**src/rtl/counter_multimode.sv**
```systemverilog
// counter_multimode: WIDTH-bit modulo-MOD_VALUE counter, binary/Gray, up/down.
// Define COUNTER_SAT_EN to saturate at the terminal value instead of wrapping.
module counter_multimode #(
  parameter int WIDTH     = 3,
  parameter int MOD_VALUE = 8
) (
  input  logic             clk,
  input  logic             reset,
  input  logic             en,
  input  logic [1:0]       mode,
  input  logic             load,
  input  logic [WIDTH-1:0] load_val,
  output logic [WIDTH-1:0] count,
  output logic             tc,
  output logic             wrap,
  output logic             load_err
);

  localparam logic [WIDTH-1:0] LAST = WIDTH'(MOD_VALUE - 1);
  localparam logic [WIDTH-1:0] ONE  = WIDTH'(1);

  logic [WIDTH-1:0] idx;
  logic [WIDTH-1:0] idx_next;
  logic [WIDTH-1:0] count_next;
  logic             up;
  logic             tc_next;
  logic             wrap_next;
  logic             err_next;

  always_comb begin
    idx_next  = idx;
    wrap_next = 1'b0;
    err_next  = 1'b0;
    up        = ~mode[0];
    if (load) begin
      if (load_val > LAST) begin
        idx_next = LAST;
        err_next = 1'b1;
      end else begin
        idx_next = load_val;
      end
    end else if (en && up) begin
      if (idx == LAST) begin
`ifdef COUNTER_SAT_EN
        idx_next  = idx;
`else
        idx_next  = '0;
        wrap_next = 1'b1;
`endif
      end else begin
        idx_next = idx + ONE;
      end
    end else if (en) begin
      if (idx == '0) begin
`ifdef COUNTER_SAT_EN
        idx_next  = idx;
`else
        idx_next  = LAST;
        wrap_next = 1'b1;
`endif
      end else begin
        idx_next = idx - ONE;
      end
    end
    // Terminal value depends on the direction sampled this edge
    tc_next    = up ? (idx_next == LAST) : (idx_next == '0);
    count_next = mode[1] ? (idx_next ^ (idx_next >> 1)) : idx_next;
  end

  always_ff @(posedge clk or posedge reset) begin
    if (reset) begin
      idx      <= '0;
      count    <= '0;
      tc       <= 1'b0;
      wrap     <= 1'b0;
      load_err <= 1'b0;
    end else begin
      idx      <= idx_next;
      count    <= count_next;
      tc       <= tc_next;
      wrap     <= wrap_next;
      load_err <= err_next;
    end
  end

endmodule

```
**config.mk**
```make
export PLATFORM = sky130hd
export DESIGN_NAME = counter_multimode
export DESIGN_NICKNAME = d
export VERILOG_FILES = /design/src/rtl/counter_multimode.sv
export SDC_FILE = /design/constraint.sdc
export NUM_CORES = 1
export LEC_CHECK = 0
export CAP_MARGIN = 20
export CORE_MARGIN = 5
export CORE_UTILIZATION = 40
export DETAILED_ROUTE_END_ITERATION = 8
export PLACE_DENSITY = 0.69
export SLEW_MARGIN = 20
export SYNTH_ARGS = -nofsm -noshare
export SYNTH_HDL_FRONTEND = slang
export SYNTH_SLANG_ARGS = --single-unit
```
**constraint.sdc**
```tcl
create_clock -name clk -period 4.25 [get_ports clk]
set_input_delay 0.85 -clock clk [delete_from_list [all_inputs] [get_ports clk]]
set_output_delay 0.85 -clock clk [all_outputs]
set_load 0.01 [all_outputs]
```
==> summary.txt, run 1 <==
Placed design
  – Worst setup timing slack at the placement stage: 1570 ps
  – Number of port buffers: 14
  – Dpl cell area: 666 µm²
  – Detailed-placement wirelength estimate: 879 µm
  – Placer congestion estimate: 0.712

Clock network
  – Count of hold buffers inserted by post-cts repair: 0
  – Clock net sink count: 8
  – CTS tree: yes
  – Clock root buffer: clkbuf_4
  – Worst-case clock buffer depth: 2
  – H-tree depth reported by CTS: 1
  – Number of post-CTS setup repair buffers: 0
  – Clock transition at the register clock pins on the worst setup and hold paths after CTS: 60 ps
  – TritonCTS Buffers: 3
  – Post-cts resize count: 0
  – Clock Latency Late Sink: 260 ps

Final layout
  – Fraction of layout instances using a drive strength above 1: 0.159
  – N_diodes: 0
  – Layout overhead on the synthesized area: 29.1%
  – Final std cell area, no fill: 688 µm²
  – Multi-input gate area in the final layout: 288 µm²
  – Final nets: 79
  – Area of all sequential standard cells: 200 µm²
  – Number of fill cells: 131
  – Core occupancy in the finished layout: 0.536
  – Leading cell types in the layout, fill and taps excluded: clkdlybuf4s50_1, dfrtp_1, ha_1, inv_1, nand2_1
  – Most common library cell in the layout ignoring fill and taps: clkdlybuf4s50_1

Hold path
  – Path type of the worst min-delay path: flop to flop
  – Endpoint of the worst hold path: idx[0]$_DFF_PP0_
  – Worst Hold Launch: idx[0]$_DFF_PP0_
  – Cell depth of the worst hold path: 2

Drt
  – DRC viols: 0
  – Violation count after the first detailed-route iteration: 14
  – Detail-routed via count per cell: 5.45
  – Routed wire length per instance: 14.0 µm
  – Detailed-router iteration count before antenna repair: 4
  – Number of vias in the routed layout: 425
  – DRT antenna net count: 0
  – Wire length reported by the detailed router: 1090 µm

Logic synthesis
  – Cell area after synthesis: 533 µm²
  – Asr flop ratio synth: 1.00
  – Number of flip-flops and latches in the synthesized netlist: 8
  – Mapped Nets: 63
  – Seq/Total Area, Yosys: 0.376
  – Leading register cell type out of synthesis: dfrtp_1
  – Number of enable flip-flop cells after synthesis: 0
  – Syn Inst Count: 49
  – Top area cells in the synthesized netlist: dfrtp_1, ha_1, o41ai_4
  – Average cell area after synthesis: 10.9 µm²
  – Distinct cell type count after synthesis: 29
  – Cell taking the most area after synthesis: dfrtp_1
  – Portion of synthesized cell area occupied by the leading cell type: 0.376
  – Total number of yosys warnings: 0

Floorplanning
  – Num rows: 13
  – Die boundary height: 46.5 µm
  – Initial standard-cell utilization of the core: 0.415
  – Total core area: 1280 µm²
  – Total Die Area: 2160 µm²
  – Total I/O pin count: 15
  – Horizontal die dimension: 46.5 µm

Setup path
  – Crit end category: flop
  – Register-to-register path setup slack: 2130 ps
  – R2R Path Start: idx[0]$_DFF_PP0_
  – Arrival time at the worst endpoint: 2580 ps
  – Worst path required time: 4390 ps
  – Setup crit start kind: primary input
  – Reg2reg path depth: 7
  – Critical-path maximum fanout: 10
  – Critical R2R Capture: count[0]$_DFF_PP0_
  – Critical path type: primary input to flop

Global routing
  – Global-route total usage across every layer: 0.121
  – Largest net degree at the start of global routing: 11
  – Via count of the first global-routing pass: 422
  – Wire length of the first global-routing pass: 1750 µm
  – Total congestion overflow after global routing: 0
  – Initial antenna violation count: 0

Run status
  – Result of the run: complete, no violations

Timing
  – Post-layout min period: 2430 ps
  – Share of the clock period used by the worst path: 0.573
  – Max-slew violations: 0
  – Total count of hold-check failures in the final report: 0
  – Fin Clk Skew: 10.7 ps
  – Maximum clock frequency: 0.411 GHz
  – Final setup viols: 0
  – Worst Hold Margin: 693 ps
  – RSZ-0062 raised after global routing: no
  – Final setup TNS: 0 ps
  – Worst Slack Setup Final: 1820 ps

Power and ir drop
  – Pwr/cell area: 324 nW/µm²
  – VDD IR-drop max: 0.181 mV
  – Static leakage power: 0.000297 µW

Job
  – Max Cap Violations: 0
worst max-delay path, stage by stage:
cell             delay (ps)
clkdlybuf4s50_1         650
nor2_1                   90
a311oi_1                340
a22o_1                  180
ha_1                    210
mux2_2                  260
worst max-delay path by stage:
stage,endpoint,cells past startpoint,start
CTS,count[0]$_DFF_PP0_,6,en
finish,count[0]$_DFF_PP0_,6,en
floorplan,count[0]$_DFF_PP0_,6,en
global route,count[0]$_DFF_PP0_,6,en
global placement,count[0]$_DFF_PP0_,6,en
detailed placement,count[0]$_DFF_PP0_,6,en
layer usage:
layer / GRT usage / share of wire / vias up
li1: - / - / 206
met1: 0.130 / 0.41 / 197
met2: 0.187 / 0.52 / 16
met3: 0.0469 / 0.037 / 6
met4: 0.0966 / 0.028 / 0
met5: 0 / 0 / -
cell usage after synthesis, drive strengths merged, types with 2 or more instances:
cell / instances
dfrtp: 8
ha: 5
inv: 5
nand2: 4
nand3: 3
o21ai: 3
a22o: 2
buf: 2
o41ai: 2
stage by stage:
| step | total power, µW | cells |
|---|---|---|
| after detailed placement | 166 | 75 |
| after global placement | 165 | 75 |
| after CTS | 228 | 78 |
| after global routing | 242 | 78 |
| final | 223 | 78 |
| after floorplan | 138 | 49 |
cells by family (layout without fill, tap and decap cells):
group,after synthesis,in the layout,share of synthesized area
other cells,1,1,0.00704
buf+inv,8,22,0.0845
simple gates,14,14,0.169
xor+xnor,1,1,0.0164
compound gates,11,11,0.209
fa+ha+maj,5,5,0.117
mux,1,1,0.0211
flops,8,8,0.376
flip-flops by register name, indices dropped and copies added (netlist names):
| signal | count |
|---|---|
| count | 3 |
| idx | 2 |
| load_err | 1 |
| tc | 1 |
| wrap | 1 |
where the power goes:
| group | internal (µW) | switching (µW) |
|---|---|---|
| combinational | 37.7 | 34.5 |
| clock | 32.4 | 26.4 |
| sequential | 85.3 | 6.88 |
| total | 155 | 67.8 |
final cells by class:
type | count | area share
multi-input combinational | 33 | 0.418
tap | 15 | 0.0273
sequential | 8 | 0.291
inverter | 5 | 0.0273
timing repair buffer | 14 | 0.204
clock buffer | 3 | 0.0327
No activity file was read; power rests on OpenSTA's default activity.
==> run 2: changes to the inputs <==
PLACE_DENSITY = 0.71   (was 0.69)
clock period = 2.2 ns   (was 4.25 ns; I/O delays follow)
==> run 2 against run 1 <==
Effect of this change:
- sequential power grew 88%
- power grew 99%
- sequential share of layout area shrank 2.3 points
- combinational power grew 120%
- worst setup slack lost 1700 ps
- die area is the same
- hold slack lost 260 ps
- clock power grew 89%
- global-route usage shrank 0.089 points
- final area grew 8.5%
- largest cell class unchanged
==> summary.txt, run 2 (same netlist as run 1, synthesis figures left out) <==
Run status
  – Result of the run: complete, no violations (unchanged)

Power and ir drop
  – Power share of the clock group: 0.249 (was 0.263)
  – Internal cell power: 313 µW (was 155 µW)
  – Switching power as a share of total power: 0.297 (was 0.304)
  – Static leakage power: 0.000332 µW (was 0.000297 µW)
  – Logic gate share of total power: 0.362 (was 0.324)
  – Net switching power figure: 132 µW (was 67.8 µW)
  – Proportion of power drawn by flip-flops and latches: 0.389 (was 0.413)
  – Pwr/cell area: 595 nW/µm² (was 324 nW/µm²)
  – VDD IR-drop max: 0.289 mV (was 0.181 mV)

Floorplanning
  – Die boundary height: 46.5 µm (unchanged)
  – Total I/O pin count: 15 (unchanged)
  – Initial standard-cell utilization of the core: 0.415 (unchanged)
  – Total Die Area: 2160 µm² (unchanged)
  – Horizontal die dimension: 46.5 µm (unchanged)
  – Total core area: 1280 µm² (unchanged)
  – Num rows: 13 (unchanged)

Setup path
  – R2R Path Start: idx[0]$_DFF_PP0_ (unchanged)
  – Setup crit start kind: flop (was primary input)
  – Crit end category: flop (unchanged)
  – Highest cell delay on the worst timing path: 410 ps (was 650 ps)
  – Critical-path maximum fanout: 4 (was 10)
  – Critical path type: flop to flop (was primary input to flop)
  – Launch point of the critical path: idx[0]$_DFF_PP0_ (was en)
  – Cell type with the highest occurrence count on the critical path: ha_1
  – Worst path required time: 2340 ps (was 4390 ps)
  – Cell type of the slowest stage on the worst timing path: dfrtp_1 (was clkdlybuf4s50_1)
  – Ordered list of cells on the worst path: ha_1 > ha_1 > nand2b_1 > a311oi_2 > a22o_1 > ha_1 > mux2_2 (was clkdlybuf4s50_1 > nor2_1 > a311oi_1 > a22o_1 > ha_1 > mux2_2)
  – Arrival time at the worst endpoint: 2220 ps (was 2580 ps)

Job
  – Max Cap Violations: 0 (unchanged)

Drt
  – Met2 wirelength from detailed routing: 562 µm (was 570 µm)
  – Highest routed layer: met3 (was met4)
  – DRT antenna net count: 0 (unchanged)
  – Detailed-router iteration count before antenna repair: 2 (was 4)
  – Routed length on met1: 474 µm (was 450 µm)
  – DR WL met3: 37 µm (was 40 µm)
  – DRC viols: 0 (unchanged)
  – Violation count after the first detailed-route iteration: 10 (was 14)
  – Routed wire length per instance: 12.6 µm (was 14.0 µm)
  – Wire length reported by the detailed router: 1070 µm (was 1090 µm)
  – Number of vias in the routed layout: 430 (was 425)
  – Detail-routed via count per cell: 5.06 (was 5.45)

Final layout
  – Largest register FFs: 3 (unchanged)
  – Fraction of layout instances using a drive strength above 1: 0.257 (was 0.159)
  – Layout overhead on the synthesized area: 40.1% (was 29.1%)
  – Core occupancy in the finished layout: 0.581 (was 0.536)
  – N_diodes: 0 (unchanged)
  – Leading cell types in the layout, fill and taps excluded: clkdlybuf4s50_1, dfrtp_1, buf_4, ha_1 (was clkdlybuf4s50_1, dfrtp_1, ha_1, inv_1, nand2_1)
  – Most common library cell in the layout ignoring fill and taps: clkdlybuf4s50_1 (unchanged)
  – Top register by number of flip-flops: count (unchanged)
  – Top flop regs: count (3), idx (2) (unchanged)
  – Final nets: 86 (was 79)
  – Final non-filler cell total: 85 (was 78)

Global routing
  – Total congestion overflow after global routing: 0 (unchanged)
  – Global-route total usage across every layer: 0.120 (was 0.121)
  – Largest net degree at the start of global routing: 9 (was 11)
  – Initial antenna violation count: 0 (unchanged)
  – Via count of the first global-routing pass: 428 (was 422)
  – Wire length of the first global-routing pass: 1830 µm (was 1750 µm)

Clock network
  – Clock net sink count: 8 (unchanged)
  – Clock root buffer: clkbuf_4 (unchanged)
  – Clock transition at the register clock pins on the worst setup and hold paths after CTS: 50 ps (was 60 ps)
  – Post-cts resize count: 0 (unchanged)
  – Worst-case clock buffer depth: 2 (unchanged)
  – Number of post-CTS setup repair buffers: 0 (unchanged)
  – H-tree depth reported by CTS: 1 (unchanged)
  – Count of hold buffers inserted by post-cts repair: 0 (unchanged)
  – TritonCTS Buffers: 3 (unchanged)
  – Clock Latency Late Sink: 250 ps (was 260 ps)
  – CTS tree: yes (unchanged)

Placed design
  – Detailed-placement wirelength estimate: 915 µm (was 879 µm)
  – Worst setup timing slack at the placement stage: -16.6 ps (was 1570 ps)
  – Number of port buffers: 14 (unchanged)
  – Placed cell count: 82 (was 75)
  – Placer congestion estimate: 0.766 (was 0.712)

Timing
  – Post-layout min period: 2080 ps
  – Max-slew violations: 0 (unchanged)
  – Final setup viols: 0 (unchanged)
  – Fin Clk Skew: 2.32 ps (was 10.7 ps)
  – Final setup TNS: 0 ps (unchanged)
  – Share of the clock period used by the worst path: 0.946
  – Worst Slack Setup Final: 118 ps (was 1820 ps)
  – RSZ-0062 raised after global routing: no (unchanged)
  – Total count of hold-check failures in the final report: 0 (unchanged)
  – Maximum clock frequency: 0.480 GHz
  – Worst Hold Margin: 429 ps (was 693 ps)

Hold path
  – Path type of the worst min-delay path: primary input to asynchronous set/reset pin (was flop to flop)
## run 2: changes by cell type in the layout (fill, tap and decap cells not counted), sizes merged
cell  change
buf       +7
## run 2: through the flow
step,power [µW],instance area (µm²)
after floorplan,267,533
after global placement,332,718
after detailed placement,335,718
after CTS,449,741
after global routing,478,747
final,445,747
## run 2: area by class of cell
type	instances	area, µm²
fill	115	538
multi-input combinational	33	294
sequential	8	200
timing repair buffer	21	193
clock buffer	3	22.5
inverter	5	18.8
tap	15	18.8
## run 2: final timing paths
| check | endpoint | slack [ps] | depth (start not counted) |
|---|---|---|---|
| hold reg to reg | idx[0]$_DFF_PP0_ | 720 | 2 |
| setup reg to reg | count[0]$_DFF_PP0_ | 120 | 7 |
| min in group clk | idx[0]$_DFF_PP0_ | 720 | 2 |
| hold / removal | tc$_DFF_PP0_ | 430 | 2 |
| max in group asynchronous | wrap$_DFF_PP0_ | 1540 | 2 |
| setup / recovery | count[0]$_DFF_PP0_ | 120 | 7 |
## run 2: per-layer routing
metal / up-vias / track usage
met5: - / 0
met4: 0 / 0.0341
met3: 0 / 0.0469
met2: 9 / 0.176
met1: 206 / 0.162
li1: 215 / -
## run 2: power groups by stage
stage | sequential (µW) | combinational (µW) | clock (µW)
2_1_floorplan | 183 | 83.5 | 0
3_3_place_gp | 176 | 156 | 0
3_5_place_dp | 176 | 159 | 0
4_1_cts | 173 | 160 | 116
5_1_grt | 175 | 177 | 125
6_report | 173 | 161 | 111
## run 2: critical path: cells and delay by family, from the launching register on
family | cells | cell delay, ps
AO/OA/AOI/OAI | 2 | 480
flip-flops | 1 | 410
adder cells (fa/ha/maj) | 3 | 660
AND/OR/NAND/NOR | 1 | 160
multiplexers | 1 | 260
==> run 3: changes to the inputs <==
CTS_CLUSTER_SIZE = 28   (was unset)
==> results of run 3 <==
No change in the layout: final DEF, timing and power equal those of run 2.
